===== config.mk =====
export PLATFORM = sky130hd
export DESIGN_NAME = adc_phase_sweep_flat
export DESIGN_NICKNAME = d
export VERILOG_FILES = /design/src/rtl/adc_cal_pkg.sv /design/src/rtl/adc_phase_sweep_if.sv /design/src/rtl/ref_delay_line.sv /design/src/rtl/adc_phase_sweep.sv /design/src/flat_wrapper.sv
export SDC_FILE = /design/constraint.sdc
export NUM_CORES = 1
export LEC_CHECK = 0
export CORE_MARGIN = 5
export CORE_UTILIZATION = 27
export CTS_CLUSTER_DIAMETER = 150
export DETAILED_ROUTE_END_ITERATION = 8
export GPL_ROUTABILITY_DRIVEN = 0
export REMOVE_ABC_BUFFERS = 1
export SYNTH_ARGS = -nofsm -noshare
export SYNTH_HDL_FRONTEND = slang
export SYNTH_SLANG_ARGS = --single-unit
export TNS_END_PERCENT = 20

===== constraint.sdc =====
create_clock -name clk -period 3.3 [get_ports clk]
set_input_delay 0.66 -clock clk [delete_from_list [all_inputs] [get_ports clk]]
set_output_delay 0.66 -clock clk [all_outputs]
set_load 0.02 [all_outputs]

===== src/rtl/adc_cal_pkg.sv =====
// Shared types for the ADC sampling-phase calibration path.
// Latency: n/a. Backpressure: n/a.
package adc_cal_pkg;

    localparam int CAL_ADC_W = 6;

    typedef enum logic [2:0] {
        ST_IDLE,
        ST_SETTLE,
        ST_MEASURE,
        ST_REPORT,
        ST_DONE
    } sweep_state_t;

    typedef logic signed [CAL_ADC_W:0] margin_t;

    localparam margin_t MARGIN_NONE = margin_t'(-(2 ** CAL_ADC_W));

endpackage


===== src/rtl/adc_phase_sweep_if.sv =====
// Per-phase result port: valid/ready, payload is phase, margin and eye-open flag.
// Latency: n/a. Backpressure: payload held by the source until valid & ready.
interface adc_phase_sweep_if #(
    parameter int ADC_W   = 6,
    parameter int PHASE_W = 5
);
    logic                     res_valid;
    logic                     res_ready;
    logic [PHASE_W-1:0]       res_phase;
    logic signed [ADC_W:0]    res_margin;
    logic                     res_open;

    modport master (output res_valid, res_phase, res_margin, res_open, input res_ready);
    modport slave  (input res_valid, res_phase, res_margin, res_open, output res_ready);
endinterface


===== src/rtl/ref_delay_line.sv =====
// Aligns the transmitted PRBS bit with the ADC capture path.
// Latency: REF_LAT cycles (wire when 0). Backpressure: none, free-running.
module ref_delay_line #(
    parameter int REF_LAT = 8
) (
    input  logic clk,
    input  logic rst,
    input  logic din,
    output logic dout
);
    generate
        if (REF_LAT == 0) begin : g_bypass
            logic unused_clk_rst;
            assign unused_clk_rst = clk ^ rst;
            assign dout           = din;
        end else begin : g_shift
            logic [REF_LAT-1:0] sr_q;
            logic [REF_LAT-1:0] sr_d;

            always_comb begin
                sr_d    = sr_q << 1;
                sr_d[0] = din;
            end

            always_ff @(posedge clk) begin
                if (rst) sr_q <= '0;
                else     sr_q <= sr_d;
            end

            assign dout = sr_q[REF_LAT-1];
        end
    endgenerate
endmodule


===== src/rtl/adc_phase_sweep.sv =====
// Sweeps the ADC clock phase, measures the vertical eye per phase, keeps the best phase.
// Latency: SETTLE + 2^LOG2_NSAMP + 1 cycles to each result. Backpressure: sweep stalls in REPORT until res_ready.
module adc_phase_sweep
    import adc_cal_pkg::*;
#(
    parameter int ADC_W      = 6,
    parameter int PHASE_W    = 5,
    parameter int N_PHASE    = 20,
    parameter int SETTLE     = 16,
    parameter int LOG2_NSAMP = 10,
    parameter int REF_LAT    = 8
) (
    input  logic                  clk,
    input  logic                  rst,
    input  logic                  start,
    input  logic                  abort,
    input  logic [ADC_W-1:0]      adc_data,
    input  logic                  prbs_bit,
    output logic [PHASE_W-1:0]    phase_code,
    output logic                  busy,
    output logic                  done,
    adc_phase_sweep_if.master     res,
    output logic [PHASE_W-1:0]    best_phase,
    output logic signed [ADC_W:0] best_margin
);
    localparam int SET_W = $clog2(SETTLE) + 1;
    localparam int SMP_W = LOG2_NSAMP + 1;
    localparam logic [SMP_W-1:0]      NSAMP      = SMP_W'(2 ** LOG2_NSAMP);
    localparam logic [PHASE_W-1:0]    LAST_PHASE = PHASE_W'(N_PHASE - 1);
    localparam logic signed [ADC_W:0] M_NONE     = {1'b1, {ADC_W{1'b0}}};

    sweep_state_t          state_q, state_d;
    logic [SET_W-1:0]      set_cnt_q, set_cnt_d;
    logic [SMP_W-1:0]      smp_cnt_q, smp_cnt_d;
    logic [ADC_W-1:0]      min_hi_q, min_hi_d, max_lo_q, max_lo_d;
    logic                  seen_hi_q, seen_hi_d, seen_lo_q, seen_lo_d;
    logic [PHASE_W-1:0]    phase_q, phase_d, rphase_q, rphase_d;
    logic [PHASE_W-1:0]    best_phase_q, best_phase_d, shd_phase_q, shd_phase_d;
    logic signed [ADC_W:0] rmargin_q, rmargin_d, best_margin_q, best_margin_d;
    logic signed [ADC_W:0] shd_margin_q, shd_margin_d;
    logic                  vld_q, vld_d, ropen_q, ropen_d;
    logic                  done_q, done_d, busy_q, busy_d;
    logic                  ref_bit;
    logic signed [ADC_W:0] meas_margin;

    ref_delay_line #(.REF_LAT(REF_LAT)) u_ref (
        .clk  (clk),
        .rst  (rst),
        .din  (prbs_bit),
        .dout (ref_bit)
    );

    // A missing symbol class makes the eye unmeasurable, so it reports as the worst margin.
    always_comb begin
        meas_margin = $signed({1'b0, min_hi_q}) - $signed({1'b0, max_lo_q});
        if (!(seen_hi_q && seen_lo_q)) meas_margin = M_NONE;
    end

    always_comb begin
        state_d       = state_q;
        set_cnt_d     = set_cnt_q;
        smp_cnt_d     = smp_cnt_q;
        min_hi_d      = min_hi_q;
        max_lo_d      = max_lo_q;
        seen_hi_d     = seen_hi_q;
        seen_lo_d     = seen_lo_q;
        phase_d       = phase_q;
        rphase_d      = rphase_q;
        rmargin_d     = rmargin_q;
        ropen_d       = ropen_q;
        vld_d         = vld_q;
        done_d        = 1'b0;
        best_phase_d  = best_phase_q;
        best_margin_d = best_margin_q;
        shd_phase_d   = shd_phase_q;
        shd_margin_d  = shd_margin_q;

        case (state_q)
            ST_IDLE: begin
                if (start) begin
                    state_d       = ST_SETTLE;
                    phase_d       = '0;
                    best_phase_d  = '0;
                    best_margin_d = M_NONE;
                    set_cnt_d     = SET_W'(SETTLE - 1);
                end
            end
            ST_SETTLE: begin
                if (set_cnt_q == '0) begin
                    state_d   = ST_MEASURE;
                    min_hi_d  = '1;
                    max_lo_d  = '0;
                    seen_hi_d = 1'b0;
                    seen_lo_d = 1'b0;
                    smp_cnt_d = '0;
                end else begin
                    set_cnt_d = set_cnt_q - 1'b1;
                end
            end
            ST_MEASURE: begin
                if (smp_cnt_q == NSAMP) begin
                    state_d   = ST_REPORT;
                    vld_d     = 1'b1;
                    rphase_d  = phase_q;
                    rmargin_d = meas_margin;
                    ropen_d   = seen_hi_q && seen_lo_q && !meas_margin[ADC_W] && (meas_margin != '0);
                end else begin
                    smp_cnt_d = smp_cnt_q + 1'b1;
                    if (ref_bit) begin
                        seen_hi_d = 1'b1;
                        if (adc_data < min_hi_q) min_hi_d = adc_data;
                    end else begin
                        seen_lo_d = 1'b1;
                        if (adc_data > max_lo_q) max_lo_d = adc_data;
                    end
                end
            end
            ST_REPORT: begin
                if (vld_q && res.res_ready) begin
                    vld_d = 1'b0;
                    // Strict compare: on a tie the earlier (lower) phase is kept.
                    if (rmargin_q > best_margin_q) begin
                        best_phase_d  = rphase_q;
                        best_margin_d = rmargin_q;
                    end
                    if (phase_q == LAST_PHASE) begin
                        state_d      = ST_DONE;
                        done_d       = 1'b1;
                        phase_d      = best_phase_d;
                        shd_phase_d  = best_phase_d;
                        shd_margin_d = best_margin_d;
                    end else begin
                        state_d   = ST_SETTLE;
                        phase_d   = phase_q + 1'b1;
                        set_cnt_d = SET_W'(SETTLE - 1);
                    end
                end
            end
            ST_DONE: begin
                state_d = ST_IDLE;
            end
            default: state_d = ST_IDLE;
        endcase

        // Abort falls back to the last completed sweep's result.
        if (abort) begin
            state_d       = ST_IDLE;
            vld_d         = 1'b0;
            done_d        = 1'b0;
            best_phase_d  = shd_phase_q;
            best_margin_d = shd_margin_q;
            shd_phase_d   = shd_phase_q;
            shd_margin_d  = shd_margin_q;
            phase_d       = shd_phase_q;
        end

        busy_d = (state_d != ST_IDLE);
    end

    always_ff @(posedge clk) begin
        if (rst) begin
            state_q       <= ST_IDLE;
            set_cnt_q     <= '0;
            smp_cnt_q     <= '0;
            min_hi_q      <= '1;
            max_lo_q      <= '0;
            seen_hi_q     <= 1'b0;
            seen_lo_q     <= 1'b0;
            phase_q       <= '0;
            rphase_q      <= '0;
            rmargin_q     <= '0;
            ropen_q       <= 1'b0;
            vld_q         <= 1'b0;
            done_q        <= 1'b0;
            busy_q        <= 1'b0;
            best_phase_q  <= '0;
            best_margin_q <= M_NONE;
            shd_phase_q   <= '0;
            shd_margin_q  <= M_NONE;
        end else begin
            state_q       <= state_d;
            set_cnt_q     <= set_cnt_d;
            smp_cnt_q     <= smp_cnt_d;
            min_hi_q      <= min_hi_d;
            max_lo_q      <= max_lo_d;
            seen_hi_q     <= seen_hi_d;
            seen_lo_q     <= seen_lo_d;
            phase_q       <= phase_d;
            rphase_q      <= rphase_d;
            rmargin_q     <= rmargin_d;
            ropen_q       <= ropen_d;
            vld_q         <= vld_d;
            done_q        <= done_d;
            busy_q        <= busy_d;
            best_phase_q  <= best_phase_d;
            best_margin_q <= best_margin_d;
            shd_phase_q   <= shd_phase_d;
            shd_margin_q  <= shd_margin_d;
        end
    end

    assign phase_code     = phase_q;
    assign busy           = busy_q;
    assign done           = done_q;
    assign best_phase     = best_phase_q;
    assign best_margin    = best_margin_q;
    assign res.res_valid  = vld_q;
    assign res.res_phase  = rphase_q;
    assign res.res_margin = rmargin_q;
    assign res.res_open   = ropen_q;
endmodule


===== src/flat_wrapper.sv =====
// flat-port wrapper written by rule: the top's interface ports become plain ports
module adc_phase_sweep_flat import adc_cal_pkg::*;
#(
    parameter int ADC_W      = 6,
    parameter int PHASE_W    = 5,
    parameter int N_PHASE    = 20,
    parameter int SETTLE     = 16,
    parameter int LOG2_NSAMP = 10,
    parameter int REF_LAT    = 8
)
  (clk, rst, start, abort, adc_data, prbs_bit, phase_code, busy, done, best_phase, best_margin, res_res_valid, res_res_phase, res_res_margin, res_res_open, res_res_ready);
  adc_phase_sweep_if #(.ADC_W(ADC_W), .PHASE_W(PHASE_W)) res_i ();
  input  logic clk;
  input  logic rst;
  input  logic start;
  input  logic abort;
  input  logic [ADC_W-1:0] adc_data;
  input  logic prbs_bit;
  output logic [PHASE_W-1:0] phase_code;
  output logic busy;
  output logic done;
  output logic [PHASE_W-1:0] best_phase;
  output logic signed [ADC_W:0] best_margin;
  output wire logic [$bits(res_i.res_valid)-1:0] res_res_valid;
  output wire logic [$bits(res_i.res_phase)-1:0] res_res_phase;
  output wire logic [$bits(res_i.res_margin)-1:0] res_res_margin;
  output wire logic [$bits(res_i.res_open)-1:0] res_res_open;
  input wire logic [$bits(res_i.res_ready)-1:0] res_res_ready;
  assign res_res_valid = res_i.res_valid;
  assign res_res_phase = res_i.res_phase;
  assign res_res_margin = res_i.res_margin;
  assign res_res_open = res_i.res_open;
  assign res_i.res_ready = res_res_ready;
  adc_phase_sweep #(.ADC_W(ADC_W), .PHASE_W(PHASE_W), .N_PHASE(N_PHASE), .SETTLE(SETTLE), .LOG2_NSAMP(LOG2_NSAMP), .REF_LAT(REF_LAT)) u_core (.clk(clk), .rst(rst), .start(start), .abort(abort), .adc_data(adc_data), .prbs_bit(prbs_bit), .phase_code(phase_code), .busy(busy), .done(done), .res(res_i), .best_phase(best_phase), .best_margin(best_margin));
endmodule

Word-level counts from Yosys, hierarchy flattened:

Cells that the tools add are included.

* register bits: 86
* output and inout port bits: 33
* input bits: 12

* reduce and logical (&&, ||, !) cells: 25
* bitwise logic cells: 3
* add/sub/neg operators: 4
* multiplexer cells: 51
* magnitude comparators: 3
* equality and inequality tests: 18

Operators by type and width (count)
* $mux 5: 11
* $mux 6: 8
* $mux 7: 5
* $pmux 6 s2: 2
* $mux 11: 2
* $pmux 11 s2: 1
* $pmux 5 s2: 2
* $mux 3: 6
* $pmux 5 s3: 1
* $reduce_and 5->1: 3
* $pmux 7 s2: 1
* $ne 2x2->1 const B: 6
* $pmux 3 s4: 1
* $reduce_and 4->1: 3
* $add 11x1->11 const B: 1
* $eq 11x11->1 const B: 1
* $ne 2x1->1 const B: 5
* $reduce_and 3->1: 3
* $reduce_bool 3->1: 3
* $mux 1: 8
* $gt 7x7->1: 1
* $reduce_bool 7->1: 1
* $sub 6x6->7: 1
* $eq 3x2->1 const B: 2
* other kinds (18): 26

Depth between registers and ports, before layout:

Gate-level depths: netlist (run 1).

* depth after elaboration: 6
* depth in mapped cells: 9

Cells and area by module:

A second synthesis (run 1) with hierarchy kept.

* cell total of the unflattened synthesis: 513
* area total of the unflattened synthesis: 4568.1 µm²

Modules (own cells, without submodules)
* adc_phase_sweep: instances 1, seq. area each 1561.5 µm², cells each 497, area each 4357.9 µm²
* ref_delay_line: instances 1, seq. area each 160.2 µm², cells each 16, area each 210.2 µm²

Least setup slack after synthesis (run 1):

No wires, ideal clock.

* path kind: reg-to-reg
* from: register u_core.best_margin_q[4] (netlist: u_core.best_margin[4])
* to: register u_core.best_margin_q[6] (netlist: u_core.best_margin[6])
* slack: 0.921 ns
* clock period less this slack: 2.379 ns
* cell stages (with the launch flop): 8
* data required time: 3.178 ns
* data arrival time: 2.257 ns
* setup time: 0.122 ns
* cells stage by stage: dfxtp_1 > inv_1 > ha_1 > a21o_1 > a2111oi_4 > a211oi_1 > a2111o_1 > a221o_1

* cells in the longest elaborated chain, start to end: 5

Ends and longest elaborated chain
* start, declared: RTL line adc_phase_sweep.sv:39 `logic signed [ADC_W:0] rmargin_q, rmargin_d, best_margin_q, best_margin_d;`
* start signal, assigned: RTL line adc_phase_sweep.sv:196 `best_margin_q <= best_margin_d;`
* $gt 7x7->1: RTL line adc_phase_sweep.sv:122 `if (rmargin_q > best_margin_q) begin`
* $mux 7: RTL line adc_phase_sweep.sv:122
* $mux 7: RTL line adc_phase_sweep.sv:119 `if (vld_q && res.res_ready) begin`
* $pmux 7 s2: RTL line adc_phase_sweep.sv:78 `case (state_q)`
* $mux 7: RTL line adc_phase_sweep.sv:146 `if (abort) begin`

No other way between the ends. The select of a mux whose other input is x is not followed.
A chain may end at the register's enable or synchronous reset.

Worst setup path after layout (run 1):

* from: register u_core.rmargin_q[4] (netlist: u_core.res.res_margin[4])
* to: register u_core.best_margin_q[5] (netlist: u_core.best_margin[5])

* cells in the longest elaborated chain, start to end: 5

Ends and longest elaborated chain
* start, declared: RTL line adc_phase_sweep.sv:39
* start signal, assigned: RTL line adc_phase_sweep.sv:190 `rmargin_q <= rmargin_d;`
* $gt 7x7->1: RTL line adc_phase_sweep.sv:122
* $mux 7: RTL line adc_phase_sweep.sv:122
* $mux 7: RTL line adc_phase_sweep.sv:119
* $pmux 7 s2: RTL line adc_phase_sweep.sv:78
* $mux 7: RTL line adc_phase_sweep.sv:146

No other way between the ends. The select of a mux whose other input is x is not followed.

==> results of run 1 <==
-- worst max-delay path, cell delays in order (launching register included) --
cell and delay [ps]:
dfxtp_1 440, ha_1 290, a21o_1 210, a2111oi_4 510
a21o_1 540, a21oi_1 160, buf_4 200, o31ai_1 250
-- worst paths after layout --
check / from / endpoint / slack [ps] / depth (start not counted)
max: u_core.res.res_margin[4]$_SDFFE_PP0P_ / u_core.best_margin[5]$_SDFFE_PP0P_ / 600 / 7
max reg2reg: u_core.res.res_margin[4]$_SDFFE_PP0P_ / u_core.best_margin[5]$_SDFFE_PP0P_ / 600 / 7
min reg2reg: u_core.u_ref.g_shift.sr_q[1]$_SDFF_PP0_ / u_core.u_ref.g_shift.sr_q[2]$_SDFF_PP0_ / 440 / 1
min: u_core.u_ref.g_shift.sr_q[1]$_SDFF_PP0_ / u_core.u_ref.g_shift.sr_q[2]$_SDFF_PP0_ / 440 / 1
-- metal layers --
layer | up-vias | track usage | share of wire
met5 | - | 0 | 0
met4 | 0 | 0.0319 | 0.012
met3 | 11 | 0.0359 | 0.049
met2 | 80 | 0.207 | 0.48
met1 | 1876 | 0.157 | 0.46
li1 | 1934 | - | -
-- cells in the mapped netlist (3+ instances only) --
cell,n
mux2i_1,17
a31oi_1,6
nand2_1,35
inv_1,36
nand3_1,6
nor2_1,46
nand3b_1,5
or3b_2,3
nand2b_1,11
a21oi_1,31
nor4b_1,3
nor3_1,12
a21o_1,11
or3_1,3
a22oi_1,12
nor4_1,8
dfxtp_1,86
nand4_1,9
a32o_1,6
clkbuf_1,17
o21ai_0,25
o31ai_1,6
a211oi_1,10
xnor2_1,13
a311oi_1,3
ha_1,29
nor2b_1,11
-- cell families (layout without fill, tap and decap cells) --
| kind of cell | after synthesis | after routing | synth area share |
|---|---|---|---|
| DFF | 86 | 86 | 0.384 |
| AOI/OAI and AO/OA | 136 | 136 | 0.216 |
| xor gates and xnor gates | 14 | 14 | 0.0273 |
| buffers and inverters | 56 | 104 | 0.0491 |
| adders and majority gates | 30 | 30 | 0.0854 |
| and+or+nand+nor | 168 | 168 | 0.200 |
| muxes | 17 | 17 | 0.0379 |
-- layout make-up --
class | count | area (µm²)
inverter | 36 | 135
multi-input combinational | 365 | 2540
clock inverter | 5 | 58.8
timing repair buffer | 53 | 503
fill | 1708 | 11000
tap | 220 | 275
sequential | 86 | 1720
clock buffer | 10 | 239
-- report_power, final --
part	leakage, nW	internal [mW]	switching [mW]
Combinational	1.08	0.0672	0.0941
Clock	0.141	0.604	0.416
Sequential	0.696	1.05	0.0145
Total	1.91	1.72	0.524
-- metrics by stage --
stage          instances  power (mW)  hold slack, ps
2_1_floorplan        487        1.17             414
3_3_place_gp         760        1.24             421
3_5_place_dp         760        1.25             429
4_1_cts              775        2.27             442
5_1_grt              775        2.35             456
6_report             775        2.25             438
-- flip-flops by register name, indices dropped and copies added (netlist names), 3 cells and up --
register,flops
u_core.shd_phase_q,5
u_core.best_margin,7
u_core.set_cnt_q,5
u_core.max_lo_q,6
u_core.smp_cnt_q,11
u_core.phase_code,5
u_core.min_hi_q,6
u_core.shd_margin_q,7
u_core.u_ref.g_shift.sr_q,8
u_core.best_phase,5
u_core.res.res_phase,5
u_core.res.res_margin,7
u_core.state_q,3
==> flow_summary.yaml, run 1 <==
yosys:
  seq_area_frac_synth: 0.384
  synth_area_leaders: "dfxtp_1, ha_1, nor2_1, mux2i_1, a21oi_1"
  syn-instance-count: 507
  syn_avg_cell_area_um2: 8.85
  synth_top_area_frac: 0.384
  synth.yosys.warnings: 0
  async_reset_ff_frac: 0
  synth_edf_count: 0
  ys_seq_elements: 86
  synth-main-ff-cell: "dfxtp_1"
  ys_types: 63
  synthesis.area_um2: 4490
  yosysTopAreaCell: "dfxtp_1"
die:
  boundaryPins: 45
  die_area_um2: 19300
  fp.dieW_um: 139
  start_util: 0.272
  rows: 47
  core_area_um2: 16500
  die_height_um: 139
sta:
  setup_viol: 0
  skew_ps: 7.65
  fin_tns_setup_ps: 0
  hold_viol_final: 0
  worst_slew_pin_slew_ps: 927
  slew_viol_final: 0
  period_share: 0.819
  finalCriticalPeriod_ps: 2700
  worst_slack_ps: 597
  clock.fmax_mhz: 370
  grt_setup_unrepaired: "no"
  slew_headroom: 0.382
worst_setup_path:
  crit_path_start_kind: "flip-flop"
  path_max_fanout: 12
  cp-end-kind: "flip-flop"
  worstPathRequired_ps: 3540
  crit_type: "flip-flop to flip-flop"
  cp.arrival_ps: 2950
cts:
  cts_tree: "built"
  cts-root-buf: "clkbuf_16"
  postCtsSetupBuffers: 0
  clk_pin_slew_ps: 60
  cts-buffers-inserted: 9
  clock-sinks: 86
  ctsLongestPathBuffers: 2
  htreeDepth: 3
  cts_hold_buf: 0
  cts-resized-gates: 0
  clk_latency_ps: 350
finish:
  stdcell_area_um2: 5480
  drive_above_1_share: 0.0667
  final_core_util: 0.333
  final_cell_mix: "dfxtp_1, nor2_1, clkdlybuf4s50_1, inv_1, nand2_1"
  fin_nets: 593
  final_common_cell: "dfxtp_1"
  num_antenna_cells: 0
  area_growth_syn_to_layout_pct: 22.1
worst_hold_path:
  hold_path.class: "flip-flop to flip-flop"
power_and_ir_drop:
  powerDensity_nw_per_um2: 410
  max-vdd-ir-drop_mv: 0.276
  p_leak_nw: 1.91
grt:
  overflow: 0
  grt_use_total: 0.124
  grt_max_degree: 44
  grt_pass1_wl_um: 19700
  antenna_found_initial: 0
  grt_pass1_vias: 3935
placement:
  preCtsSetupSlack_ps: 445
  dp_hpwl_um: 8710
  portBuffers: 44
  place_area_um2: 5180
route:
  drt-initial-drc-count: 273
  dr.pass1.iters: 5
  drt_wl_total_um: 11700
  drc: 0
  dr_total_vias: 3901
  antenna_left: 0
  via_per_inst: 5.03
  wl_per_cell_um: 15.1
flow_run:
  maxCapViolations: 0
run_status:
  status: "completed"
Power figures use the tool's default switching activity.
==> inputs of run 2 (changes only) <==
clock period = 2.3 ns   (was 3.3 ns; I/O delays follow)
==> run 2 against run 1 <==
Compared with the run above:
- sequential power grew 44%
- die area is the same
- routed wire length grew 2.2%
- register-to-register slack lost 510 ps
- largest power group unchanged
==> flow_summary.yaml, run 2 (synthesis gave the netlist of run 1 again) <==
worst_hold_path:
  hold_path.class: "flip-flop to flip-flop"
power_and_ir_drop:
  max-vdd-ir-drop_mv: 0.358
  p_leak_nw: 2.11
  powerDensity_nw_per_um2: 548
sta:
  slew_headroom: 0.528
  period_share: 0.972
  slew_viol_final: 0
  skew_ps: 6.04
  setup_viol: 0
  finalCriticalPeriod_ps: 2240
  hold_viol_final: 0
  grt_setup_unrepaired: "yes"
  clock.fmax_mhz: 447
  worst_slew_pin_slew_ps: 706
  worst_slack_ps: 64.4
worst_setup_path:
  cp.arrival_ps: 2470
  crit_family: "compound AO/OA/AOI/OAI gates"
  crit_chain: "clkdlybuf4s50_1 -> ha_1 -> and4_1 -> and3_2 -> o41a_1 -> a32o_1"
  crit_type: "primary input to flip-flop"
  critPathSlowestCell: "o41a_1"
  crit_path_start_kind: "primary input"
  path_max_fanout: 6
  cp_num_buf_inv: 1
  crit_path_max_incr_delay_ps: 510
  cp-end-kind: "flip-flop"
  worstPathRequired_ps: 2530
cts:
  cts_tree: "built"
  cts-root-buf: "clkbuf_16"
  htreeDepth: 3
  clk_pin_slew_ps: 60
  cts-buffers-inserted: 9
  postCtsSetupBuffers: 0
  cts_hold_buf: 0
  clock-sinks: 86
  ctsLongestPathBuffers: 2
  clk_latency_ps: 340
die:
  rows: 47
  boundaryPins: 45
  core_area_um2: 16500
  start_util: 0.272
  die_height_um: 139
  fp.dieW_um: 139
  die_area_um2: 19300
finish:
  largest_registers: "u_core.smp_cnt_q (11), u_core.u_ref.g_shift.sr_q (8)"
  fin_cells: 812
  drive_above_1_share: 0.139
  regMostFlops: "u_core.smp_cnt_q"
  largest_reg_flops: 11
  final_cell_mix: "dfxtp_1, nor2_1, buf_4, clkdlybuf4s50_1, inv_1"
  num_antenna_cells: 0
  fin_nets: 630
  final_common_cell: "dfxtp_1"
  area_growth_syn_to_layout_pct: 29.5
route:
  wl_per_cell_um: 14.7
  via_per_inst: 4.99
  antenna_left: 0
  dr.pass1.iters: 4
  drc: 0
  drt-initial-drc-count: 325
  dr_total_vias: 4052
  drt_wl_total_um: 12000
placement:
  portBuffers: 44
  dp_hpwl_um: 8910
  preCtsSetupSlack_ps: -344
  dp_cells: 796
grt:
  antenna_found_initial: 0
  grt_pass1_vias: 3994
  grt_pass1_wl_um: 20000
  grt_max_degree: 31
  grt_use_total: 0.125
  overflow: 0
flow_run:
  maxCapViolations: 0
run_status:
  status: "completed"
[run 2: metrics by stage]
stage / TNS [ps] / area (µm²) / power (mW) / hold WS [ps] / utilization
after global routing: -49.3 / 5810 / 3.31 / 459 / 0.353
after floorplan: -1290 / 4400 / 1.68 / 414 / -
after global placement: -4400 / 5460 / 1.81 / 421 / 0.332
after CTS: 0 / 5750 / 3.22 / 437 / 0.349
final: 0 / 5810 / 3.18 / 434 / 0.353
after detailed placement: -5860 / 5460 / 1.82 / 422 / 0.332
[run 2: worst paths after layout]
path,slack (ps),from,to,cells past startpoint
min reg2reg,430,u_core.u_ref.g_shift.sr_q[0]$_SDFF_PP0_,u_core.u_ref.g_shift.sr_q[1]$_SDFF_PP0_,1
max reg2reg,90,u_core.best_margin[4]$_SDFFE_PP0P_,u_core.best_margin[6]$_SDFFE_PP1P_,7
min,430,u_core.u_ref.g_shift.sr_q[0]$_SDFF_PP0_,u_core.u_ref.g_shift.sr_q[1]$_SDFF_PP0_,1
max,60,adc_data[4],u_core.max_lo_q[5]$_SDFFE_PP0P_,6
[run 2: area by class of cell]
type	count	area (µm²)
clock inverters	4	32.5
multi-input cells	365	2590
clock buffers	11	253
inverters	36	135
flip-flops and latches	86	1720
fillers	1717	10700
well taps	220	275
repair buffers	90	800
[run 2: what timing repair did]
action | 4_1_cts | 5_1_grt
endpoints found under the setup margin | 6 | 28
resized for setup | 1 | 13
hold endpoints to repair | 0 | 0
gates cloned | 0 | 1
pin swaps | 0 | 6
[run 2: where the power goes]
part	switching, mW	internal [mW]	total (mW)
clock	0.599	0.788	1.39
combinational	0.146	0.123	0.269
sequential	0.0201	1.51	1.53
total	0.765	2.42	3.18
[run 2: routing by layer]
layer | wire length [µm] | up-vias | global-route usage
met5 | 0 | - | 0
met4 | 123 | 0 | 0.0294
met3 | 509 | 10 | 0.0307
met2 | 5850 | 82 | 0.210
met1 | 5490 | 1950 | 0.162
li1 | - | 2010 | -
==> inputs of run 3 (changes only) <==
SYNTH_HIERARCHICAL = 1   (was not set)
==> run 3 against run 2 <==
Compared with the run above:
- core utilization about the same
- combinational power decreased by 16%
- clock skew increased by 4.9 ps
- synthesized area increased by 1.8%
- fmax decreased by 0.27%
- setup slack got worse by 6.1 ps
- synthesized cell count increased by 1.2%
- sequential share of layout area decreased by 0.21 points
- critical path type is now flip-flop to flip-flop
==> flow_summary.yaml, run 3 <==
die:
  boundaryPins: 45
  rows: 47
  die_height_um: 140
  fp.dieW_um: 140
  core_area_um2: 16600
  start_util: 0.275
  die_area_um2: 19600
route:
  antenna_left: 0
  drc: 0
  wl_per_cell_um: 15.0
  drt_wl_total_um: 12000
  drt-initial-drc-count: 299
  dr_total_vias: 4097
  dr.pass1.iters: 5
  via_per_inst: 5.11
finish:
  area_growth_syn_to_layout_pct: 28.1
  final_core_util: 0.353
  largest_reg_flops: 11
  final_cell_mix: "dfxtp_1, nand2_1, clkdlybuf4s50_1, nor2_1, buf_4"
  num_antenna_cells: 0
  drive_above_1_share: 0.149
  largest_registers: "u_core/smp_cnt_q (11), u_core/u_ref/g_shift.sr_q (8)"
  fin_nets: 619
  final_common_cell: "dfxtp_1"
  regMostFlops: "u_core/smp_cnt_q"
yosys:
  synth_mux_area_frac: 0.0512
  ys_top_cells_by_count: "dfxtp_1, nand2_1, nor2_1"
  synth_compound_area_frac: 0.197
  synth_edf_count: 0
  async_reset_ff_frac: 0
  syn_avg_cell_area_um2: 8.90
  ys_types: 74
  synth.most_common_cell: "dfxtp_1"
  synth_adder_area_share: 0.0838
  synth_area_leaders: "dfxtp_1, ha_1, mux2i_1, nand2_1, nor2_1"
  ys_seq_elements: 86
  synthesis.area_um2: 4570
  synth-simple-area-share: 0.217
  yosysTopAreaCell: "dfxtp_1"
  synth_top_family_by_area: "simple AND/OR/NAND/NOR gates"
  synth_xor_area_frac: 0.0230
  synth-main-ff-cell: "dfxtp_1"
  synth_top_area_frac: 0.377
  synth.yosys.warnings: 6
  seq_area_frac_synth: 0.377
  syn-instance-count: 513
power_and_ir_drop:
  max-vdd-ir-drop_mv: 0.273
  p_sw_mw: 0.761
  p_seq_frac: 0.481
  powerDensity_nw_per_um2: 540
  switching_share: 0.241
  clockPowerShare: 0.448
  p_int_mw: 2.40
  p_leak_nw: 2.13
  power_frac_comb: 0.071
sta:
  grt_setup_unrepaired: "yes"
  finalCriticalPeriod_ps: 2240
  clock.fmax_mhz: 446
  worst_slew_pin_slew_ps: 474
  fin_tns_setup_ps: 0
  slew_viol_final: 0
  skew_ps: 11.0
  hold_viol_final: 0
  setup_viol: 0
  slew_headroom: 0.676
  period_share: 0.975
  timing.hold.ws_ps: 445
worst_hold_path:
  hold_path.class: "flip-flop to flip-flop"
  hp-start: "u_core/u_ref/g_shift.sr_q[0]$_SDFF_PP0_"
cts:
  cts-buffers-inserted: 9
  cts_tree: "built"
  cts-root-buf: "clkbuf_16"
  postCtsSetupBuffers: 0
  htreeDepth: 3
  ctsLongestPathBuffers: 2
  clk_pin_slew_ps: 70
  clk_latency_ps: 340
  cts_hold_buf: 0
  clock-sinks: 86
worst_setup_path:
  crit_chain: "inv_1 -> ha_4 -> a21o_1 -> a2111o_1 -> o21ai_2 -> buf_4 -> mux2_2 -> o22a_1"
  crit_path_max_incr_delay_ps: 430
  crit_type: "flip-flop to flip-flop"
  worstPathRequired_ps: 2540
  crit_family: "compound AO/OA/AOI/OAI gates"
  cp_num_buf_inv: 2
  crit_path_start_kind: "flip-flop"
  critPathSlowestCell: "a2111o_1"
  cp.arrival_ps: 2480
  cp-end-kind: "flip-flop"
  cp-startpoint: "u_core/best_margin[4]$_SDFFE_PP0P_"
  r2r-start: "u_core/best_margin[4]$_SDFFE_PP0P_"
  path_max_fanout: 5
flow_run:
  maxCapViolations: 0
grt:
  grt_pass1_vias: 3941
  grt_max_degree: 34
  antenna_found_initial: 0
  overflow: 0
  grt_pass1_wl_um: 19600
  grt_use_total: 0.121
placement:
  portBuffers: 44
  dp_hpwl_um: 8970
run_status:
  status: "completed"
run 3: final timing paths:
check	slack [ps]	depth (start not counted)	end
max	60	8	u_core/best_margin[6]$_SDFFE_PP1P_
min	450	1	u_core/u_ref/g_shift.sr_q[1]$_SDFF_PP0_
max reg2reg	60	8	u_core/best_margin[6]$_SDFFE_PP1P_
min reg2reg	450	1	u_core/u_ref/g_shift.sr_q[1]$_SDFF_PP0_
run 3: cell type report:
type / instances / area, µm²
inverter: 31 / 116
clock buffer: 11 / 253
timing repair buffer: 80 / 734
fill: 1674 / 10700
multi-input combinational: 369 / 2710
clock inverter: 5 / 40.0
sequential: 86 / 1720
tap: 220 / 275
run 3: repair_timing:
action                                  4_1_cts  5_1_grt
gates resized for setup                       0       17
endpoints found under the setup margin        0       33
endpoints found under the hold margin         0        0
run 3: kinds of logic after synthesis:
family,count (synthesis)
buffers and inverters,58
xor gates and xnor gates,12
DFF,86
and+or+nand+nor,183
AOI/OAI and AO/OA,122
adders and majority gates,30
muxes,22
run 3: power by group through the flow:
| stage | Clock [mW] | Combinational [mW] | Sequential [mW] |
|---|---|---|---|
| 5_1_grt | 1.52 | 0.246 | 1.52 |
| 6_report | 1.42 | 0.226 | 1.52 |
| 3_3_place_gp | 0 | 0.220 | 1.55 |
| 2_1_floorplan | 0 | 0.100 | 1.55 |
| 3_5_place_dp | 0 | 0.224 | 1.55 |
| 4_1_cts | 1.45 | 0.225 | 1.52 |
run 3: metal layers:
layer	vias up	GRT usage	part of all wire
li1	2008	-	-
met1	1952	0.150	0.45
met2	114	0.200	0.47
met3	23	0.0317	0.056
met4	0	0.0454	0.024
met5	-	0	0
run 3: per-stage QoR:
stage               setup slack, ps  cell area [µm²]  total power, mW  std cells
floorplan                      -419             4450             1.65        486
global placement              -56.9             5470             1.77        786
detailed placement             -120             5470             1.78        786
CTS                            35.3             5760             3.19        802
global route                  -58.7             5850             3.29        802
finish                         58.3             5850             3.16        802
